File: src/rtl/ibus_fetch_ctrl.sv
// rtl/ibus_fetch_ctrl.sv - instruction-bus fetch controller with flush drain
// Optional FETCH_REQ_BUFFER_EN: one-entry request buffer accepted while draining.
module ibus_fetch_ctrl #(
    parameter int ADDR_W = 64,
    parameter int BUS_W  = 64
) (
    input  logic              clk,
    input  logic              rst,
    input  logic              req_valid,
    input  logic [ADDR_W-1:0] req_addr,
    output logic              req_ready,
    input  logic              flush,
    output logic              resp_ok,
    output logic [31:0]       resp_data,
    output logic [ADDR_W-1:0] resp_addr,
    output logic              resp_err,
    output logic              mem_valid,
    output logic [ADDR_W-1:0] mem_addr,
    input  logic              mem_addr_ok,
    input  logic              mem_data_ok,
    input  logic [BUS_W-1:0]  mem_data
);

    typedef enum logic [1:0] {S_IDLE, S_ADDR, S_DATA, S_DRAIN} state_t;

    state_t            state;
    logic              stale;
    logic [ADDR_W-1:0] addr_q;
    logic              resp_ok_q;
    logic              accept;
    logic              issue;
    logic [ADDR_W-1:0] issue_addr;
    logic              complete;
    logic              drop;

`ifdef FETCH_REQ_BUFFER_EN
    logic              buf_valid;
    logic [ADDR_W-1:0] buf_addr;
    assign req_ready = (state == S_IDLE) || (state == S_DRAIN && !buf_valid);
`else
    assign req_ready = (state == S_IDLE);
`endif

    assign accept   = req_valid & req_ready;
    assign complete = (state == S_ADDR && mem_addr_ok && mem_data_ok) ||
                      (state == S_DATA && mem_data_ok);
    // A flush landing on the completion cycle is as stale as an earlier one.
    assign drop     = stale | flush;
    assign resp_ok  = resp_ok_q & ~flush;

    always_comb begin
        issue      = 1'b0;
        issue_addr = req_addr;
        if (state == S_IDLE) begin
            issue = req_valid;
        end
`ifdef FETCH_REQ_BUFFER_EN
        else if (state == S_DRAIN && mem_data_ok) begin
            if (buf_valid && !flush) begin
                issue      = 1'b1;
                issue_addr = buf_addr;
            end else if (accept) begin
                issue = 1'b1;
            end
        end
`endif
    end

    always_ff @(posedge clk or posedge rst) begin
        if (rst) begin
            state     <= S_IDLE;
            stale     <= 1'b0;
            addr_q    <= '0;
            mem_valid <= 1'b0;
            mem_addr  <= '0;
            resp_ok_q <= 1'b0;
            resp_data <= '0;
            resp_addr <= '0;
            resp_err  <= 1'b0;
`ifdef FETCH_REQ_BUFFER_EN
            buf_valid <= 1'b0;
            buf_addr  <= '0;
`endif
        end else begin
            resp_ok_q <= 1'b0;
            case (state)
                S_ADDR: begin
                    if (mem_addr_ok) begin
                        mem_valid <= 1'b0;
                        stale     <= 1'b0;
                        if (mem_data_ok)
                            state <= S_IDLE;
                        else if (drop)
                            state <= S_DRAIN;
                        else
                            state <= S_DATA;
                    end else if (flush) begin
                        stale <= 1'b1;
                    end
                end
                S_DATA: begin
                    if (mem_data_ok)
                        state <= S_IDLE;
                    else if (flush)
                        state <= S_DRAIN;
                end
                S_DRAIN: begin
                    if (mem_data_ok)
                        state <= S_IDLE;
                end
                default: ;
            endcase

            if (complete && !drop) begin
                resp_ok_q <= 1'b1;
                resp_data <= addr_q[2] ? mem_data[63:32] : mem_data[31:0];
                resp_addr <= addr_q;
                resp_err  <= 1'b0;
            end

            if (issue) begin
                if (issue_addr[1:0] == 2'b00) begin
                    addr_q    <= issue_addr;
                    mem_valid <= 1'b1;
                    mem_addr  <= {issue_addr[ADDR_W-1:3], 3'b000};
                    stale     <= 1'b0;
                    state     <= S_ADDR;
                end else begin
                    resp_ok_q <= 1'b1;
                    resp_data <= '0;
                    resp_addr <= issue_addr;
                    resp_err  <= 1'b1;
                    state     <= S_IDLE;
                end
            end

`ifdef FETCH_REQ_BUFFER_EN
            if (state == S_DRAIN) begin
                if (mem_data_ok) begin
                    buf_valid <= 1'b0;
                end else if (accept) begin
                    buf_valid <= 1'b1;
                    buf_addr  <= req_addr;
                end else if (flush) begin
                    buf_valid <= 1'b0;
                end
            end
`endif
        end
    end

endmodule

File: config.mk
export PLATFORM = sky130hd
export DESIGN_NAME = ibus_fetch_ctrl
export DESIGN_NICKNAME = d
export VERILOG_FILES = /design/src/rtl/ibus_fetch_ctrl.sv
export SDC_FILE = /design/constraint.sdc
export NUM_CORES = 1
export LEC_CHECK = 0
export CORE_ASPECT_RATIO = 1.2
export CORE_MARGIN = 1.5
export CORE_UTILIZATION = 55
export CTS_BUF_LIST = sky130_fd_sc_hd__clkbuf_8
export DETAILED_ROUTE_END_ITERATION = 7
export DONT_BUFFER_PORTS = 1
export MAX_ROUTING_LAYER = met4
export PLACE_DENSITY = 0.67
export SLEW_MARGIN = 20
export SYNTH_ARGS = -nofsm -noshare
export SYNTH_HDL_FRONTEND = slang
export SYNTH_SLANG_ARGS = --single-unit
File: constraint.sdc
create_clock -name clk -period 6.3 [get_ports clk]
set_input_delay 1.26 -clock clk [delete_from_list [all_inputs] [get_ports clk]]
set_output_delay 1.26 -clock clk [all_outputs]
set_load 0.02 [all_outputs]
==> results of run 1 <==
metal layers:
layer	part of all wire	vias to the layer above
li1	-	2247
met1	0.36	2490
met2	0.51	250
met3	0.10	35
met4	0.024	0
met5	0	-
placed cells by master (no fill, tap or decap), types with 2 or more instances in the layout:
master,instances
nand2_1,131
mux2_1,5
inv_1,5
a31oi_1,62
ha_1,4
nor2b_1,3
mux2_2,57
a211oi_2,30
a211oi_1,3
dfrtp_1,165
bufinv_16,4
buf_4,4
o21ai_0,3
clkinv_4,2
conb_1,3
and3_1,2
nor2_1,98
a21oi_1,3
mux2i_1,36
clkbuf_8,20
clkinvlp_4,4
a21o_1,2
report_power, final:
group | internal [mW] | leakage, nW | switching [mW]
clock network | 0.462 | 0.218 | 0.382
logic | 0.547 | 1.23 | 0.555
registers | 1.59 | 2.00 | 1.17
total | 2.60 | 3.45 | 2.11
worst paths after layout:
kind / start / slack [ns] / to / depth (start not counted)
max: flush / 3.33 / resp_data[16] / 5
min reg2reg: addr_q[0] / 0.50 / addr_q[0] / 1
max reg2reg: state[1] / 3.39 / resp_data[16] / 7
min: addr_q[0] / 0.50 / addr_q[0] / 1
min in group asynchronous: rst / 0.78 / addr_q[31] / 1
max in group asynchronous: rst / 4.27 / resp_addr[0] / 2
flip-flops by register name, indices dropped and copies added (netlist names):
| signal | cells |
|---|---|
| addr_q | 64 |
| mem_valid | 1 |
| resp_addr | 64 |
| resp_data | 32 |
| resp_err | 1 |
| resp_ok_q | 1 |
| stale | 1 |
| state | 2 |
through the flow:
| step | std cells | worst slack [ns] | cell area (µm²) | utilization |
|---|---|---|---|---|
| after floorplan | 733 | 0.550 | 7820 | - |
| after global placement | 797 | 2.99 | 7360 | 0.533 |
| after detailed placement | 797 | 2.89 | 7360 | 0.533 |
| after CTS | 829 | 3.38 | 7810 | 0.565 |
| after global routing | 830 | 3.19 | 7840 | 0.567 |
| final | 830 | 3.33 | 7840 | 0.567 |
area by class of cell:
class | instances | area (µm²) | area share
flip-flops and latches | 166 | 4160 | 0.530
multi-input cells | 450 | 2930 | 0.374
clock buffers | 20 | 275 | 0.0351
well taps | 171 | 214 | 0.0273
clock inverters | 12 | 176 | 0.0225
repair buffers | 6 | 61.3 | 0.00782
inverters | 5 | 26.3 | 0.00335
worst reg2reg max path: stages, from the launching register on:
cell and delay, ns:
dfrtp_1 0.42, inv_1 0.11, ha_1 0.26, a21o_1 0.18, and3_4 0.88, buf_4 0.64
nor2_1 0.13, a211oi_2 0.22
kinds of logic (layout without fill, tap and decap cells):
group           count (synthesis)  in the layout
compound gates                106            106
fa+ha+maj                       4              4
buf+inv                       117             43
flops                         166            166
mux                            98             98
other cells                     1              3
simple gates                  239            239
==> metrics, run 1 <==
status finished, final reports clean; initial antenna violation count 0; Routed Antenna Nets 0; TritonCTS buffer count 17; Synth Instances 731; Yosys reg bits 166; crit-path cells nor2_1, and3_4, buf_4, nor2_1, a211oi_2; setup bufs post-CTS 0; Netlist Area Pre-Place 7810 µm²; Final Skew 0.00657 ns; top-count cell post-synth dfrtp_1; Slowest cell on crit path and3_4; post-synth top area share 0.532; Tot Pwr 4.71 mW; Worst-Skew Late Latency 0.45 ns; Most used DFF post-synth dfrtp_1; Max-Cap Viols 0; Overflow after GRT 0; Top Usage Layer GRT met2; pwr dens 600 nW/µm²; GRT Total Usage 0.246; Post-synth EDFFs 0; site row count 47; TritonCTS clock tree built; global-route met2 utilization 0.388; total core area 13,800 µm²; share of post-route cells with drive strength above 1 0.199; Ant. Diodes 0; P_leak 3.45 nW; met1 Use GR 0.278; top cells by count, synth 166 x dfrtp_1, 131 x nand2_1, 99 x nor2_1; top post-synthesis cells by area dfrtp_1 53%, mux2_2 8.2%, buf_4 6.6%, nand2_1 6.3%, a31oi_1 5.0%; area delta synth->final 0.304%; Synth Area per Inst 10.7 µm²; CP startpoint kind input port; routed len/inst 21.2 µm; largest net degree at the start of global routing 127; Max-slew headroom 0.298; Die X 112 µm; Post-Synth Simple-Gate Area 0.118; gpl congestion 0.799; Worst Path Required 6.67 ns; clock period minus worst slack 2.97 ns; worst-margin pin slew 1.05 ns; Synth Area in Adders 0.00640; setup tns final 0 ns; clock root cell clkbuf_8; WP buf/inv 1; CP top delay family simple AND/OR/NAND/NOR gates; Final Max Tran Viols 0; post-synthesis compound-gate area fraction 0.110; Die Y 134 µm; Warnings, synthesis 0; CTS clock-pin slew for the worst setup and hold paths 0.08 ns; port bufs 0; CP most frequent cell nor2_1; number of global-route vias before repair 4,962; # DRC 0; fin crit share 0.472; hold buffer count at CTS 0; Yosys cell types 27; CTS max path bufs 2; endpoints failing setup 0; IO Pins 298; WHS 0.504 ns; first-pass GRT wire length 27.7 mm; H-tree levels 4; mux cell area share after synthesis 0.135; CTS resizes 0; global-route met3 utilization 0.0933; VDD IR max 0.321 mV; initial cell density of the core 0.566; DR vias 5,022; sequential share of the synthesized area 0.532; post-synth top area cell dfrtp_1; Crit Path Class input port to register; Fill cells 1,149; DP HPWL 11.7 mm; TritonRoute pass-1 iters 6; vias per cell 6.05; CP Max Fanout 87; DRT iter0 DRCs 318; Setup crit end kind register; die footprint 14,900 µm²; RSZ-0062 raised after global routing no; xor and xnor fraction of the mapped netlist area 0; Critical Path AT 3.34 ns; Layout Nets 784; Slowest Stage Delay on Critical Path 0.91 ns; main combinational cell family by area after synthesis multiplexers; CTS Sinks 166; Hold Crit Class register to register; FFs w/ async S/R, synth 1.00; Fmax achieved 336 MHz; drt total wl 17.6 mm; Final Hold Viols 0
No activity file was read; power rests on OpenSTA's default activity.
==> run 2: changes to the inputs <==
ABC_AREA = 1   (was not set)
clock period = 2.9 ns   (was 6.3 ns; I/O delays follow)
==> metrics, run 2 <==
TritonCTS clock tree built; Die X 117 µm; Inst Count DP 1,207; clock root cell clkbuf_8; post-synth top area share 0.484; share of post-route cells with drive strength above 1 0.0531; Max-Cap Viols 0; largest registers addr_q (64), resp_addr (64), resp_data (32); Netlist Area Pre-Place 8590 µm²; H-tree levels 4; Layout Nets 1,160; Die Y 140 µm; Sequential Power Share 0.550; commonest non-fill, non-tap cell in the layout nand2_1; Reg-to-Reg End resp_addr[11]; status finished, final reports clean; gpl congestion 0.802; DP HPWL 13.2 mm; endpoints failing setup 0; first-pass GRT wire length 33.0 mm; top post-synthesis cells by area dfrtp_1 48%, nand2_1 16%, buf_4 6.0%, inv_1 6.0%, o21ai_0 4.7%; fin crit share 0.737; most frequent cells in the layout 367 x nand2_1, 166 x dfrtp_1, 138 x inv_1; port bufs 0; DR vias 6,699; NetSw 5.19 mW; Setup crit end kind register; Fmax achieved 468 MHz; drt total wl 21.4 mm; critical path capture point resp_addr[11]; Yosys cell types 23; Worst Path Required 3.29 ns; RSZ-0062 raised after global routing no; Worst-Skew Late Latency 0.46 ns; sequential share of the synthesized area 0.484; Final Skew 0.0150 ns; CP startpoint state[1]; clock share of power 0.153; die footprint 16,400 µm²; pwr dens 1210 nW/µm²; vias per cell 5.41; CTS Sinks 166; worst-margin pin slew 0.763 ns; # DRC 0; IO Pins 298; largest net degree at the start of global routing 128; Final Max Tran Viols 0; CTS resizes 0; Yosys reg bits 166; site row count 49; Hold Crit Class input port to asynchronous set/reset pin; VDD IR max 0.611 mV; routed len/inst 17.3 µm; CP Max Fanout 62; total core area 15,100 µm²; r2r setup slk 0.76 ns; Internal 5.22 mW; Synth Instances 1,128; Post-Layout Cell Count 1,239; Reg2Reg Depth 7; clock period minus worst slack 2.14 ns; setup tns final 0 ns; CTS clock-pin slew for the worst setup and hold paths 0.09 ns; CP startpoint kind register; hold buffer count at CTS 0; top-count cell post-synth nand2_1; Routed Antenna Nets 0; Final Hold Viols 0; initial cell density of the core 0.567; Switching Fraction 0.499; setup bufs post-CTS 0; Most used DFF post-synth dfrtp_1; post-synth top area cell dfrtp_1; GRT Total Usage 0.270; TritonRoute pass-1 iters 7; area delta synth->final 0.0291%; Overflow after GRT 0; DRT iter0 DRCs 381; worst r2r src state[1]; Ant. Diodes 0; initial antenna violation count 0; Synth Area per Inst 7.61 µm²; TritonCTS buffer count 17; FFs w/ async S/R, synth 1.00; P_leak 4.48 nW; Warnings, synthesis 0; Critical Path AT 2.52 ns; Combinational Power Share 0.297; top cells by count, synth 367 x nand2_1, 166 x dfrtp_1, 138 x inv_1; Post-synth EDFFs 0; CTS max path bufs 2; Crit Path Class register to register; number of global-route vias before repair 6,326; Max-slew headroom 0.492
==> run 2: logic make-up after synthesis <==
logic type	share of synthesized area
buffers and inverters	0.159
adders and majority gates	0.00583
DFF	0.484
other	0.000437
and+or+nand+nor	0.271
AOI/OAI and AO/OA	0.0804
==> run 2: layout make-up <==
cell class	count	area, µm²
clock buffer	20	275
clock inverter	12	103
fill	1503	6550
inverter	141	533
multi-input combinational	682	3090
sequential	166	4150
tap	204	255
timing repair buffer	14	180
==> run 2: critical path, cell delays in order, from the launching register on <==
cell,delay [ns]
dfrtp_1,0.41
inv_1,0.10
ha_1,0.34
nand2_2,0.20
nor2_4,0.16
buf_4,0.56
nand2_1,0.10
nand2_1,0.10
==> run 2: per-stage QoR <==
step / hold slack, ns / worst slack, ns / util / power [mW] / area, µm²
floorplan: 0.460 / 0.207 / - / 8.54 / 8600
global placement: 0.472 / 0.862 / 0.542 / 8.79 / 8210
detailed placement: 0.481 / 0.797 / 0.542 / 8.89 / 8210
CTS: 0.0257 / 0.786 / 0.567 / 10.5 / 8590
global route: 0.0453 / 0.605 / 0.567 / 11.2 / 8590
finish: 0.0344 / 0.763 / 0.567 / 10.4 / 8590
==> run 2: worst min path at each step <==
stage	from	end	slack, ns	cells past startpoint
6_report	rst	resp_data[0]	0.03	1
5_1_grt	rst	resp_err	0.05	1
4_1_cts	rst	resp_data[0]	0.03	1
3_5_place_dp	addr_q[1]	addr_q[1]	0.48	2
3_3_place_gp	addr_q[1]	addr_q[1]	0.47	2
2_1_floorplan	addr_q[0]	addr_q[0]	0.46	2
==> run 2: power groups by stage <==
stage          registers (mW)  logic [mW]  clock network (mW)
3_5_place_dp             5.79        3.10                   0
5_1_grt                  5.84        3.64                1.72
3_3_place_gp             5.76        3.03                   0
6_report                 5.73        3.10                1.59
4_1_cts                  5.74        3.12                1.64
2_1_floorplan            4.84        3.70                   0
==> run 2: per-layer routing <==
layer | vias to the layer above | share of wire | GRT usage | wire length, µm
met5 | - | 0 | - | 0
met4 | 0 | 0.029 | 0.106 | 624
li1 | 3278 | - | - | -
met3 | 49 | 0.093 | 0.0762 | 1980
met1 | 3067 | 0.39 | 0.321 | 8230
met2 | 305 | 0.49 | 0.434 | 10500
==> run 3: changes to the inputs <==
clock period = 2.11 ns   (was 2.9 ns; I/O delays follow)
==> metrics, run 3 (synthesized netlist as in run 2, its figures left out) <==
Reg-to-Reg End resp_addr[51]; Finished Cell Area 8710 µm²; area delta synth->final 1.38%; RSZ-0062 raised after global routing no; Max-slew headroom 0.640; share of post-route cells with drive strength above 1 0.0558; CP startpoint kind register; DR vias 6,789; P_leak 4.55 nW; TritonRoute pass-1 iters 5; met1 wire length 8.63 mm; IO Pins 298; WP buf/inv 2; Layout Nets 1,167; clock root cell clkbuf_8; Die Y 140 µm; largest net degree at the start of global routing 101; Min-Delay Endpoint resp_addr[15]; GRT Total Usage 0.275; fin util 0.575; DP HPWL 13.7 mm; Critical Path AT 2.10 ns; Ant. Diodes 0; Slowest Stage Delay on Critical Path 0.41 ns; Worst Path Required 2.44 ns; Min-Delay Path Depth 2; DR WL met2 10.6 mm; worst r2r src state[1]; vias per cell 5.46; drt total wl 21.7 mm; number of global-route vias before repair 6,462; Fmax achieved 565 MHz; CP top delay family simple AND/OR/NAND/NOR gates; H-tree levels 4; largest registers addr_q (64), resp_addr (64), resp_data (32); DRT iter0 DRCs 440; Worst-Skew Late Latency 0.44 ns; fin crit share 0.840; TritonCTS clock tree built; WL met3 1.93 mm; clock period minus worst slack 1.77 ns; status finished, final reports clean; total core area 15,100 µm²; die footprint 16,400 µm²; most frequent cells in the layout 367 x nand2_1, 166 x dfrtp_1, 140 x inv_1; port bufs 0; Inst Count DP 1,213; Fill cells 1,454; initial antenna violation count 0; r2r setup slk 0.34 ns; setup bufs post-CTS 0; Post-Layout Cell Count 1,244; TritonCTS buffer count 17; uppermost layer routed met4; Final Skew 0.00950 ns; VDD IR max 0.781 mV; first-pass GRT wire length 33.7 mm; site row count 49; Final Max Tran Viols 0; worst-margin pin slew 0.539 ns; initial cell density of the core 0.567; routed len/inst 17.5 µm; CTS Sinks 166; CTS clock-pin slew for the worst setup and hold paths 0.09 ns; Reg2Reg Depth 8; CP most frequent cell nand2_1; Multi-input gate area 3090 µm²; setup tns final 0 ns; register area 4150 µm²; pwr dens 1650 nW/µm²; WHS 0.0865 ns; Crit Path Class register to register; # DRC 0; Hold Crit Class input port to register; CTS max path bufs 2; hold path start req_addr[15]; Slowest cell on crit path dfrtp_1; commonest non-fill, non-tap cell in the layout nand2_1; Setup crit end kind register; crit-path cells inv_1, ha_1, nand2_1, nand2_4, buf_12, nand4_1, nand3_1, nand2_1; Overflow after GRT 0; endpoints failing setup 0; gpl congestion 0.780; placed inst area 8330 µm²; Routed Antenna Nets 0; Final Hold Viols 0; Max-Cap Viols 0; CP Max Fanout 96; Die X 117 µm
## run 3: cell count changes in the layout (fill, tap and decap cells not counted), sizes merged
cell	change
buf	+6
clkinvlp	-1
clkinv	-1
dlygate4sd3	+1
## run 3: what timing repair did
item	in CTS	in global routing
hold buffers	1	0
setup endpoints to repair	0	1
endpoints found under the hold margin	12	0
resized for setup	0	1
## run 3: worst max-delay path by stage
stage,start,to,slack (ns),cells after the start
CTS,state[0],addr_q[2],0.32,6
floorplan,rst,addr_q[0],-0.42,1
global placement,state[0],addr_q[2],0.37,6
global route,state[0],addr_q[62],0.16,7
finish,state[1],resp_addr[51],0.34,8
detailed placement,state[0],addr_q[27],0.35,6
## run 3: final cells by class
type,instances,share of cell area
clock buffer,20,0.0316
timing repair buffer,21,0.0356
tap,204,0.0293
sequential,166,0.477
inverter,141,0.0616
clock inverter,10,0.00977
multi-input combinational,682,0.355
## run 3: worst reg2reg max path: stages (launching register included)
cell and delay (ns):
dfrtp_1 0.41, inv_1 0.09, ha_1 0.19, nand2_1 0.13, nand2_4 0.11, buf_12 0.37, nand4_1 0.21, nand3_1 0.12
nand2_1 0.05
## run 3: report_power, final
group	total [mW]	internal, mW	switching [mW]
logic	4.34	1.50	2.84
registers	7.87	4.72	3.15
clock network	2.12	1.00	1.12
## run 3: through the flow
step | worst slack (ns) | power, mW
4_1_cts | 0.315 | 14.4
6_report | 0.339 | 14.3
5_1_grt | 0.165 | 15.4
2_1_floorplan | -0.425 | 11.7
3_3_place_gp | 0.369 | 12.2
3_5_place_dp | 0.348 | 12.3
## run 3: metal layers
layer  vias up  track usage
met1      3159        0.331
li1       3298            -
met3        45       0.0819
met5         -            -
met2       287        0.443
met4         0       0.0881
